<file path="config.mk">
export PLATFORM = sky130hd
export DESIGN_NAME = uart_rx
export DESIGN_NICKNAME = d
export VERILOG_FILES = /design/src/rtl/uart_pkg.sv /design/src/rtl/uart_rx_sync.sv /design/src/rtl/uart_rx.sv
export SDC_FILE = /design/constraint.sdc
export NUM_CORES = 1
export LEC_CHECK = 0
export ABC_AREA = 1
export BUFFER_PORTS_ARGS = -buffer_cell sky130_fd_sc_hd__buf_2
export CORE_UTILIZATION = 45
export CTS_CLUSTER_SIZE = 10
export DETAILED_ROUTE_END_ITERATION = 16
export PLACE_DENSITY_LB_ADDON = 0.25
export SLEW_MARGIN = 20
export SYNTH_ARGS = -nofsm -noshare
export SYNTH_HDL_FRONTEND = slang
export SYNTH_HIERARCHICAL = 1
export SYNTH_SLANG_ARGS = --single-unit
</file>
<file path="constraint.sdc">
create_clock -name clk -period 1.2 [get_ports clk]
set_input_delay 0.12 -clock clk [delete_from_list [all_inputs] [get_ports clk]]
set_output_delay 0.12 -clock clk [all_outputs]
set_load 0.01 [all_outputs]
</file>
<file path="src/rtl/uart_pkg.sv">
// Shared UART definitions: receiver FSM encoding, default oversampling and the
// parity helper used by both uart_tx and uart_rx.
package uart_pkg;

    localparam int unsigned UART_OVERSAMPLE = 16;

    typedef enum logic [2:0] {
        StIdle,
        StStart,
        StData,
        StParity,
        StStop
    } rx_state_e;

    // Zero-extension to 32 bits leaves the XOR reduction unchanged.
    function automatic logic calc_parity(input logic [31:0] data, input logic odd);
        return (^data) ^ odd;
    endfunction

endpackage

</file>
<file path="src/rtl/uart_rx_sync.sv">
// Multi-flop synchroniser for the asynchronous rx pin; resets to the idle level (1).
module uart_rx_sync #(
    parameter int unsigned SYNC_STAGES = 2
) (
    input  logic clk,
    input  logic reset,
    input  logic rx,
    output logic rx_s
);

    logic [SYNC_STAGES-1:0] sync_q;

    always_ff @(posedge clk) begin
        if (reset) begin
            sync_q <= '1;
        end else begin
            sync_q <= {sync_q[SYNC_STAGES-2:0], rx};
        end
    end

    assign rx_s = sync_q[SYNC_STAGES-1];

endmodule

</file>
<file path="src/rtl/uart_rx.sv">
// 16x-oversampled UART receiver: start, MSB-first data, parity, stop.
// Delivers each byte with a one-cycle rx_valid strobe and parity/framing flags.
module uart_rx
    import uart_pkg::*;
#(
    parameter int unsigned DATA_BITS   = 8,
    parameter int unsigned OVERSAMPLE  = UART_OVERSAMPLE,
    parameter int unsigned SYNC_STAGES = 2
) (
    input  logic                 clk,
    input  logic                 reset,
    input  logic                 baud_clk_rx,
    input  logic                 p_sel,
    input  logic                 rx,
    output logic [DATA_BITS-1:0] data_out,
    output logic                 rx_valid,
    output logic                 parity_err,
    output logic                 frame_err,
    output logic                 busy
);

    localparam int unsigned TW = $clog2(OVERSAMPLE);
    localparam int unsigned BW = $clog2(DATA_BITS + 1);
    localparam logic [TW-1:0] HALF_LAST = TW'(OVERSAMPLE / 2 - 1);
    localparam logic [TW-1:0] BIT_LAST  = TW'(OVERSAMPLE - 1);
    localparam logic [BW-1:0] DATA_LAST = BW'(DATA_BITS - 1);

    logic rx_s;

    rx_state_e              state_q, state_d;
    logic [TW-1:0]          tick_q, tick_d;
    logic [BW-1:0]          bit_q, bit_d;
    logic [DATA_BITS-1:0]   shreg_q, shreg_d;
    logic                   par_mis_q, par_mis_d;
    logic [DATA_BITS-1:0]   data_q, data_d;
    logic                   perr_q, perr_d;
    logic                   ferr_q, ferr_d;
    logic                   valid_q, valid_d;

    uart_rx_sync #(
        .SYNC_STAGES(SYNC_STAGES)
    ) u_sync (
        .clk  (clk),
        .reset(reset),
        .rx   (rx),
        .rx_s (rx_s)
    );

    always_comb begin
        state_d   = state_q;
        tick_d    = tick_q;
        bit_d     = bit_q;
        shreg_d   = shreg_q;
        par_mis_d = par_mis_q;
        data_d    = data_q;
        perr_d    = perr_q;
        ferr_d    = ferr_q;
        valid_d   = 1'b0;

        if (baud_clk_rx) begin
            unique case (state_q)
                StIdle: begin
                    if (!rx_s) begin
                        state_d = StStart;
                        tick_d  = '0;
                    end
                end
                StStart: begin
                    if (tick_q == HALF_LAST) begin
                        tick_d = '0;
                        if (!rx_s) begin
                            state_d = StData;
                            bit_d   = '0;
                        end else begin
                            state_d = StIdle;  // glitch shorter than half a bit
                        end
                    end else begin
                        tick_d = tick_q + 1'b1;
                    end
                end
                StData: begin
                    if (tick_q == BIT_LAST) begin
                        tick_d  = '0;
                        shreg_d = {shreg_q[DATA_BITS-2:0], rx_s};
                        bit_d   = bit_q + 1'b1;
                        if (bit_q == DATA_LAST) begin
                            state_d = StParity;
                        end
                    end else begin
                        tick_d = tick_q + 1'b1;
                    end
                end
                StParity: begin
                    if (tick_q == BIT_LAST) begin
                        tick_d    = '0;
                        par_mis_d = rx_s != calc_parity(32'(shreg_q), p_sel);
                        state_d   = StStop;
                    end else begin
                        tick_d = tick_q + 1'b1;
                    end
                end
                StStop: begin
                    if (tick_q == BIT_LAST) begin
                        tick_d  = '0;
                        data_d  = shreg_q;
                        perr_d  = par_mis_q;
                        ferr_d  = ~rx_s;
                        valid_d = 1'b1;
                        state_d = StIdle;
                    end else begin
                        tick_d = tick_q + 1'b1;
                    end
                end
                default: state_d = StIdle;
            endcase
        end
    end

    always_ff @(posedge clk) begin
        if (reset) begin
            state_q   <= StIdle;
            tick_q    <= '0;
            bit_q     <= '0;
            shreg_q   <= '0;
            par_mis_q <= 1'b0;
            data_q    <= '0;
            perr_q    <= 1'b0;
            ferr_q    <= 1'b0;
            valid_q   <= 1'b0;
        end else begin
            state_q   <= state_d;
            tick_q    <= tick_d;
            bit_q     <= bit_d;
            shreg_q   <= shreg_d;
            par_mis_q <= par_mis_d;
            data_q    <= data_d;
            perr_q    <= perr_d;
            ferr_q    <= ferr_d;
            valid_q   <= valid_d;
        end
    end

    assign data_out   = data_q;
    assign rx_valid   = valid_q;
    assign parity_err = perr_q;
    assign frame_err  = ferr_q;
    assign busy       = (state_q != StIdle);

endmodule

</file>
==> flow_summary_export.csv, run 1 <==
group,metric,value,unit
outcome,outcome,"complete, but fails checks",
outcome,failed_checks,"negative setup slack",
sta,relSlewSlack,81.2,%
sta,slew_viol_final,0,
layout,most-common-layout-cells,"nand2_1 (43), nor2_1 (34), dfxtp_1 (27)",
setup_path,r2r_start,"tick_q[0]$_SDFFE_PP0P_",
setup_path,path_buf_inv,2,
yosys,synth-seq-cells,33,
clocking,insertion_delay,280,ps
power,p_seq_share,44.7,%
clocking,cts.htree.levels,2,
clocking,cts_root_buffer,"clkbuf_8",
clocking,path_clk_slew,70,ps
yosys,synth_top_family_by_area,"simple AND/OR/NAND/NOR gates",
global_route,antenna_found_initial,0,
min_path,hp-class,"primary input to register",
power,swShare,27.6,%
floorplanning,core_area,3470,um2
flow_run,drv_cap,0,
place,dp.cells,310,
setup_path,slowest_stage,"dfxtp_2",
setup_path,critPathLaunch,"tick_q[0]$_SDFFE_PP0P_",
power,switchingPower,0.713,mW
detailed_routing,post_drt_wl_per_cell,11.1,um
sta,period_needed,1370,ps
layout,antenna_cells,0,
detailed_routing,drtIter0Drc,57,
yosys,avgSynthCellArea,7.40,um2
global_route,gr-total-overflow,0,
clocking,cts_inserted_buffers,5,
global_route,grt_pass1_wl,6.02,mm
detailed_routing,drtAntennaViolNets,0,
sta,setup_viol_count_final,30,
setup_path,reg2reg_slack,-170,ps
floorplanning,io_pins,17,
layout,fillers,312,
setup_path,crit_type,"register to register",
yosys,syn-num-nets,236,
floorplanning,die_x,63.4,um
yosys,synth_seq_area_share,39.0,%
floorplanning,initial_core_util,48.8,%
sta,fin_worst_skew,2.91,ps
sta,rsz0062_at_grt,"true",
detailed_routing,drt-pass1-iter-count,4,
setup_path,path_depth,9,
global_route,grt_pass1_vias,1411,
floorplanning,die_h,63.4,um
detailed_routing,via_per_inst,4.65,
sta,fmax,729,MHz
yosys,synth.top_cell.area_share,39.0,%
setup_path,crit_required,1370,ps
layout,nNetsFinal,279,
setup_path,start_kind,"register",
floorplanning,rows,21,
floorplanning,die-area,4010,um2
yosys,synth_simple_gate_area_share,32.5,%
place,dp_hpwl,2.39,mm
clocking,clock_sinks,33,
layout,drive_gt1_share,39.6,%
yosys,synth_top_area_cell,"dfxtp_1",
clocking,postCtsHoldBufs,0,
yosys,yosys_warnings,6,
detailed_routing,num_vias,1484,
power,combinationalPowerShare,19.9,%
detailed_routing,drc_errors,0,
layout,final_cell_count_no_fill,319,
yosys,async_reset_ff_share,0,%
sta,tightest_slew,281,ps
yosys,synthMuxAreaShare,0,%
power,power_frac_clock,35.3,%
yosys,synth.distinct_cells,31,
global_route,grt_max_degree,23,
yosys,synth_xor_area_share,4.14,%
layout,area_growth,31.5,%
yosys,synthAdderAreaFrac,1.48,%
setup_path,cp-end-kind,"register",
power,ir_drop,0.000921,V
setup_path,rr_worst_depth,9,
detailed_routing,wirelength,3.54,mm
sta,hold_viol,0,
yosys,synth_compound_area_share,15.1,%
yosys,synth-main-ff-cell,"dfxtp_1",
min_path,min_from,"rx",
sta,fin_crit_sh,114,%
setup_path,crit_fanout,3,
power,p_leak,1.06,nW
setup_path,crit_end,"tick_q[3]$_SDFFE_PP0P_",
layout,mostFrequentLayoutCell,"nand2_1",
setup_path,critical-path-top-delay-family,"flip-flops",
global_route,grt_use_total,19.4,%
yosys,synth-edff-count,0,
setup_path,worstPathArrival,1540,ps
yosys,synthesis.instances,229,
place,gp_congestion,0.777,
setup_path,path_cells,"ha_4, nand2_4, nor2_4, inv_1, a21oi_2, buf_4, nor2_1, nand2_1, a21oi_1",
yosys,ys_top_cells_by_area,"dfxtp_1 (39%), nand2_1 (11%), nor2_1 (8.9%), o21ai_0 (6.5%), inv_1 (4.7%)",
power,intPower,1.87,mW
place,port_buffers,16,
clocking,clockBufferDepth,2,
setup_path,r2r-end,"tick_q[3]$_SDFFE_PP0P_",
sta,setup_ws,-172,ps
setup_path,crit_path_max_incr_delay,350,ps
clocking,cts_tree,"yes",
layout,final_area,2230,um2
yosys,syn_area,1690,um2
power,powerDensity,1160,nW/um2
place,post_dp_cell_area,2020,um2
==> stage by stage <==
step | TNS [ps] | utilization, % | worst slack, ps | total power, mW | hold WS (ps)
global route | -6670 | 64.2 | -288 | 2.71 | 26.3
floorplan | -835 | - | -78.5 | 1.47 | 205
detailed placement | -3290 | 58.3 | -160 | 1.65 | 316
global placement | -2970 | 58.3 | -138 | 1.65 | 291
CTS | -2960 | 62.5 | -139 | 2.58 | 21.6
finish | -3700 | 64.2 | -172 | 2.58 | 21.0
==> worst register-to-register path, delay by kind of cell, from the launching register on <==
kind | cells | cell delay, ps
and+or+nand+nor | 4 | 280
buffers and inverters | 2 | 230
AOI/OAI and AO/OA | 2 | 250
DFF | 1 | 350
adders and majority gates | 1 | 150
==> cell usage after synthesis, types with 2 or more instances <==
cell type and count:
a21oi_1 13, a21oi_2 4, buf_2 2, buf_6 2, dfxtp_1 33, ha_1 2
inv_1 21, inv_2 2, nand2_1 48, nand2_2 3, nand3_1 7, nor2_1 40
nor2_2 2, nor2_4 6, o21ai_0 22, xnor2_1 3, xor2_1 5
==> cell type report <==
class	count	area, um2	area share (%)
clock buffers	7	96.3	4.33
well taps	46	57.6	2.58
flip-flops and latches	33	673	30.2
repair buffers	42	303	13.6
clock inverters	1	5.00	0.225
inverters	24	95.1	4.27
multi-input cells	166	997	44.8
==> how the worst min path moves through the flow <==
stage                                        endpoint  slack [ps]  cells after the start
after floorplan           u_sync/sync_q[0]$_SDFF_PP1_         200                      2
after global placement    u_sync/sync_q[0]$_SDFF_PP1_         290                      3
after detailed placement  u_sync/sync_q[0]$_SDFF_PP1_         320                      3
after CTS                 u_sync/sync_q[0]$_SDFF_PP1_          20                      3
after global routing      u_sync/sync_q[0]$_SDFF_PP1_          30                      3
final                     u_sync/sync_q[0]$_SDFF_PP1_          20                      3
==> power by group through the flow <==
stage	Sequential, mW	Combinational [mW]	Clock [mW]
finish	1.16	0.515	0.913
global placement	1.17	0.475	0
global route	1.16	0.562	0.988
detailed placement	1.17	0.475	0
CTS	1.15	0.485	0.939
floorplan	1.18	0.297	0
==> cells by family (layout without fill, tap and decap cells) <==
| kind of cell | after synthesis | after routing |
|---|---|---|
| buffers and inverters | 30 | 74 |
| AOI/OAI and AO/OA | 44 | 44 |
| DFF | 33 | 33 |
| adders and majority gates | 2 | 2 |
| and+or+nand+nor | 112 | 112 |
| xor gates and xnor gates | 8 | 8 |
==> metal layers <==
| layer | share of wire [%] | routed length, um | vias to the layer above | global-route usage (%) |
|---|---|---|---|---|
| met5 | 0 | 0 | - | 0 |
| met4 | 2.0 | 69 | 0 | 9.38 |
| met3 | 2.9 | 102 | 6 | 4.89 |
| met2 | 47 | 1680 | 19 | 31.4 |
| met1 | 48 | 1690 | 647 | 23.8 |
| li1 | - | - | 812 | - |
==> state kept, by name (all words and copies together), names as in the netlist <==
name / flops
rx_valid: 1
frame_err: 1
bit_q: 4
tick_q: 4
shreg_q: 8
state_q: 3
u_sync/sync_q: 2
parity_err: 1
par_mis_q: 1
data_out: 8
==> timing repair <==
| item | in CTS | in global routing |
|---|---|---|
| resized for setup | 26 | 21 |
| setup endpoints to repair | 32 | 32 |
| pin swaps | 13 | 10 |
| buffers inserted | 0 | 1 |
(Power assumes the default switching activity.)
==> run 2, diff against run 1 <==
--- a/config.mk
+++ b/config.mk
@@ -7,12 +7,12 @@
 export LEC_CHECK = 0
 export ABC_AREA = 1
 export BUFFER_PORTS_ARGS = -buffer_cell sky130_fd_sc_hd__buf_2
-export CORE_UTILIZATION = 45
+export CORE_UTILIZATION = 52
 export CTS_CLUSTER_SIZE = 10
 export DETAILED_ROUTE_END_ITERATION = 16
 export PLACE_DENSITY_LB_ADDON = 0.25
-export SLEW_MARGIN = 20
 export SYNTH_ARGS = -nofsm -noshare
 export SYNTH_HDL_FRONTEND = slang
 export SYNTH_HIERARCHICAL = 1
 export SYNTH_SLANG_ARGS = --single-unit
+export TNS_END_PERCENT = 1
==> run 2 against run 1 <==
Net effect:
- the flow still finishes with violations (negative setup slack)
- register-to-register slack hardly changed
- worst setup slack better by 15 ps
- wire length down 5.8%
- non-clock buffer count shrank 2
- core utilization up 4.6 points
- die area is 13% lower
- fmax is 1.1% higher
- clock skew increased by 5.1 ps
- sequential power about the same
- power is 8.0% lower
==> flow_summary_export.csv, run 2 (synthesis gave the netlist of run 1 again) <==
group,metric,value,unit
outcome,outcome,"complete, but fails checks",
outcome,failed_checks,"negative setup slack",
min_path,hp-class,"primary input to register",
sta,hold_viol,0,
sta,period_needed,1360,ps
layout,regArea,671,um2
layout,mostFrequentLayoutCell,"nand2_1",
place,dp_hpwl,2.37,mm
clocking,clockBufferDepth,2,
layout,final_area,2120,um2
floorplanning,io_pins,17,
setup_path,crit_type,"register to register",
detailed_routing,highest_layer,"met4",
power,powerDensity,1120,nW/um2
layout,multi_input_area,933,um2
clocking,cts_tree,"yes",
global_route,grt_use_total,21.8,%
detailed_routing,drt-pass1-iter-count,4,
detailed_routing,post_drt_wl_per_cell,10.6,um
setup_path,start_kind,"register",
sta,tightest_slew,228,ps
detailed_routing,met1_length,1.66,mm
clocking,cts_inserted_buffers,5,
sta,setup_ws,-158,ps
global_route,grt_max_degree,23,
clocking,path_clk_slew,110,ps
detailed_routing,dr_wl_met2,1.53,mm
detailed_routing,met3_length,106,um
layout,fillers,268,
layout,most-common-layout-cells,"nand2_1 (47), nor2_1 (37), dfxtp_1 (27)",
layout,antenna_cells,0,
detailed_routing,via_per_inst,4.69,
power,ir_drop,0.000703,V
sta,fmax,737,MHz
sta,slew_viol_final,0,
floorplanning,core_area,3080,um2
clocking,cts.htree.levels,2,
clocking,cts_root_buffer,"clkbuf_4",
floorplanning,die-area,3490,um2
global_route,antenna_found_initial,0,
global_route,gr-total-overflow,0,
setup_path,crit_required,1430,ps
setup_path,reg2reg_slack,-160,ps
detailed_routing,drtAntennaViolNets,0,
sta,relSlewSlack,84.8,%
place,gp_congestion,0.836,
floorplanning,initial_core_util,55.0,%
power,p_leak,1.04,nW
layout,area_growth,25.0,%
place,port_buffers,16,
clocking,clock_sinks,33,
detailed_routing,wirelength,3.33,mm
floorplanning,die_x,59.1,um
setup_path,cp-end-kind,"register",
layout,drive_gt1_share,31.0,%
detailed_routing,drc_errors,0,
clocking,insertion_delay,330,ps
flow_run,drv_cap,0,
sta,fin_worst_skew,8.02,ps
global_route,grt_pass1_wl,5.59,mm
detailed_routing,drtIter0Drc,72,
sta,rsz0062_at_grt,"true",
floorplanning,rows,20,
place,post_dp_cell_area,2000,um2
sta,fin_crit_sh,113,%
detailed_routing,num_vias,1477,
power,p_total,2.38,mW
global_route,grt_pass1_vias,1301,
layout,nNetsFinal,277,
setup_path,crit_fanout,5,
floorplanning,die_h,59.1,um
setup_path,worstPathArrival,1590,ps
sta,setup_viol_count_final,29,
## run 2: final timing paths
path,start,cells after the start,end
min,reset,3,bit_q[2]$_SDFFE_PP0P_
max reg2reg,tick_q[1]$_SDFFE_PP0P_,10,bit_q[1]$_SDFFE_PP0P_
max,tick_q[1]$_SDFFE_PP0P_,10,bit_q[1]$_SDFFE_PP0P_
min reg2reg,u_sync/sync_q[0]$_SDFF_PP1_,2,u_sync/sync_q[1]$_SDFF_PP1_
## run 2: stage by stage
stage / hold slack (ps) / std cells / worst slack [ps] / utilization (%) / TNS (ps)
6_report: 138 / 315 / -158 / 68.8 / -3640
2_1_floorplan: 205 / 229 / -78.5 / - / -911
5_1_grt: 127 / 315 / -294 / 68.8 / -7220
3_5_place_dp: 303 / 305 / -166 / 64.9 / -3510
4_1_cts: 127 / 315 / -156 / 68.7 / -3520
3_3_place_gp: 290 / 305 / -145 / 64.9 / -3090
## run 2: repair_timing
item,CTS,global route
pin swaps,6,3
resized for setup,8,4
hold buffers,1,0
endpoints found under the setup margin,32,32
setup buffers,1,0
endpoints found under the hold margin,1,0
## run 2: routing by layer
| metal | track usage, % | up-vias |
|---|---|---|
| met4 | 9.86 | 0 |
| met3 | 5.24 | 5 |
| met5 | 0 | - |
| met1 | 29.7 | 642 |
| li1 | - | 804 |
| met2 | 32.6 | 26 |
## run 2: final cells by class
| class | instances | area share [%] |
|---|---|---|
| clock inverter | 1 | 0.236 |
| multi-input combinational | 166 | 44.1 |
| timing repair buffer | 40 | 13.9 |
| inverter | 24 | 4.37 |
| sequential | 33 | 31.7 |
| clock buffer | 7 | 3.07 |
| tap | 44 | 2.60 |
## run 2: where the power goes
group	switching [mW]	leakage (nW)	total (mW)	internal (mW)
clock	0.379	0.0413	0.719	0.340
sequential	0.0341	0.269	1.16	1.12
combinational	0.269	0.730	0.501	0.232
## run 2: critical path, cell delays in order (launching register included)
cell and delay [ps]:
dfxtp_2 360, ha_4 150, nand2_4 60, nor2_4 150
buf_6 120, nor2_2 30, nand3b_4 180, inv_4 80
nand2_1 40, nand2_1 50, nor2_1 30
==> run 3, diff against run 2 <==
--- a/config.mk
+++ b/config.mk
@@ -10,7 +10,7 @@
 export CORE_UTILIZATION = 52
 export CTS_CLUSTER_SIZE = 10
 export DETAILED_ROUTE_END_ITERATION = 16
-export PLACE_DENSITY_LB_ADDON = 0.25
+export PLACE_DENSITY = 0.86
 export SYNTH_ARGS = -nofsm -noshare
 export SYNTH_HDL_FRONTEND = slang
 export SYNTH_HIERARCHICAL = 1
==> run 3 against run 2 <==
Net effect:
- the run still ends with negative setup slack left
- register-to-register slack got worse by 70 ps
- critical path depth decreased by 1
- sequential power about the same
- global-route usage increased by 1.8 points
- flip-flop and latch count unchanged
- combinational power about the same
- fmax decreased by 5.2%
- clock skew increased by 9.4 ps
- largest cell class unchanged
- largest power group unchanged
==> flow_summary_export.csv, run 3 (synthesis gave the netlist of run 1 again) <==
group,metric,value,unit
outcome,outcome,"complete, but fails checks",
outcome,failed_checks,"negative setup slack",
setup_path,critPathLaunch,"tick_q[0]$_SDFFE_PP0P_",
setup_path,path_cells,"ha_4, nand2_4, nor2_4, buf_4, nor2_2, nand3b_4, inv_4, nand2_1, a21oi_2",
clocking,path_clk_slew,110,ps
power,swShare,27.7,%
clocking,clockBufferDepth,2,
place,gp_congestion,0.889,
setup_path,r2r_start,"tick_q[0]$_SDFFE_PP0P_",
sta,tightest_slew,238,ps
setup_path,crit_required,1460,ps
setup_path,cp-end-kind,"register",
setup_path,path_buf_inv,2,
setup_path,rr_worst_depth,9,
place,port_buffers,16,
floorplanning,core_area,3080,um2
clocking,insertion_delay,340,ps
place,dp_hpwl,2.64,mm
sta,hold_ws,98.2,ps
setup_path,worstPathArrival,1700,ps
flow_run,drv_cap,0,
global_route,grt_max_degree,19,
power,p_seq_share,45.5,%
setup_path,crit_type,"register to register",
detailed_routing,num_vias,1542,
sta,setup_ws,-232,ps
sta,relSlewSlack,84.1,%
sta,slew_viol_final,0,
clocking,cts.htree.levels,2,
setup_path,start_kind,"register",
sta,setup_viol_count_final,31,
setup_path,slowest_stage,"dfxtp_2",
setup_path,r2r-end,"bit_q[3]$_SDFFE_PP0P_",
global_route,grt_pass1_wl,6.06,mm
layout,area_growth,24.5,%
sta,hold_viol,0,
detailed_routing,post_drt_wl_per_cell,12.4,um
power,p_leak,1.03,nW
floorplanning,rows,20,
detailed_routing,drt-pass1-iter-count,4,
power,powerDensity,1210,nW/um2
setup_path,critical-path-top-delay-family,"simple AND/OR/NAND/NOR gates",
sta,fmax,698,MHz
layout,nNetsFinal,275,
layout,fin_util,68.5,%
global_route,gr-total-overflow,0,
sta,fin_crit_sh,119,%
floorplanning,die-area,3490,um2
min_path,hp-class,"primary input to register",
layout,antenna_cells,0,
clocking,cts_root_buffer,"clkbuf_4",
clocking,clock_sinks,33,
setup_path,path_depth,9,
setup_path,crit_end,"bit_q[3]$_SDFFE_PP0P_",
setup_path,crit_fanout,5,
floorplanning,die_x,59.1,um
place,post-place-ws,-200,ps
global_route,antenna_found_initial,0,
detailed_routing,drtAntennaViolNets,0,
setup_path,reg2reg_slack,-230,ps
floorplanning,die_h,59.1,um
layout,drive_gt1_share,30.5,%
sta,fin_worst_skew,17.5,ps
power,power_frac_clock,34.8,%
detailed_routing,drc_errors,0,
global_route,grt_pass1_vias,1439,
layout,most-common-layout-cells,"nand2_1 (46), nor2_1 (39), dfxtp_1 (28)",
layout,fillers,263,
sta,rsz0062_at_grt,"true",
power,intPower,1.84,mW
detailed_routing,drtIter0Drc,92,
floorplanning,initial_core_util,55.0,%
power,switchingPower,0.704,mW
detailed_routing,wirelength,3.87,mm
sta,period_needed,1430,ps
power,p_total,2.54,mW
floorplanning,io_pins,17,
detailed_routing,via_per_inst,4.93,
layout,mostFrequentLayoutCell,"nand2_1",
global_route,grt_use_total,23.6,%
setup_path,crit_path_max_incr_delay,370,ps
power,ir_drop,0.000923,V
power,combinationalPowerShare,19.7,%
clocking,cts_inserted_buffers,5,
clocking,cts_tree,"yes",
-- run 3: changes by cell type in the layout (fill, tap and decap cells not counted), sizes merged --
cell / change
clkinv: -1
buf: -2
bufinv: +1
-- run 3: power groups by stage --
stage	Clock [mW]	Sequential [mW]	Combinational, mW
floorplan	0	1.18	0.296
global placement	0	1.18	0.452
detailed placement	0	1.18	0.460
CTS	0.893	1.16	0.485
global route	0.934	1.16	0.545
finish	0.885	1.16	0.500
-- run 3: per-stage QoR --
stage	area (um2)	TNS [ps]	std cells
2_1_floorplan	1720	-911	229
3_3_place_gp	1980	-2580	303
3_5_place_dp	1980	-3940	303
4_1_cts	2100	-3700	313
5_1_grt	2110	-6930	313
6_report	2110	-4240	313
-- run 3: what timing repair did --
item	CTS	global route
setup endpoints to repair	32	32
cloned	0	0
hold endpoints to repair	1	0
setup buffers	1	0
hold buffers	1	0
pin swaps	6	1
resized for setup	15	5
-- run 3: layout make-up --
type | count | area [um2] | area share, %
timing repair buffer | 38 | 268 | 12.7
sequential | 33 | 669 | 31.7
multi-input combinational | 166 | 940 | 44.5
clock inverter | 1 | 30.0 | 1.42
tap | 44 | 55.1 | 2.61
inverter | 24 | 92.6 | 4.39
clock buffer | 7 | 55.1 | 2.61
-- run 3: worst min path at each step --
stage / start / to / slack (ps) / cells past startpoint
detailed placement: rx / u_sync/sync_q[0]$_SDFF_PP1_ / 300 / 3
floorplan: rx / u_sync/sync_q[0]$_SDFF_PP1_ / 200 / 2
global placement: rx / u_sync/sync_q[0]$_SDFF_PP1_ / 290 / 3
CTS: reset / state_q[0]$_SDFFE_PP0P_ / 90 / 4
global route: reset / state_q[0]$_SDFFE_PP0P_ / 110 / 4
finish: reset / state_q[0]$_SDFFE_PP0P_ / 100 / 4
-- run 3: tightest hold or removal path: stages --
cell and delay (ps):
buf_2 90, inv_1 80, o21ai_0 80, nor2_1 40
-- run 3: per-layer routing --
metal | wire [um] | vias up | global-route usage (%)
met1 | 1800 | 696 | 28.8
met2 | 1860 | 36 | 39.1
met4 | 76 | 0 | 11.6
li1 | - | 802 | -
met5 | 0 | - | 0
met3 | 137 | 8 | 5.24
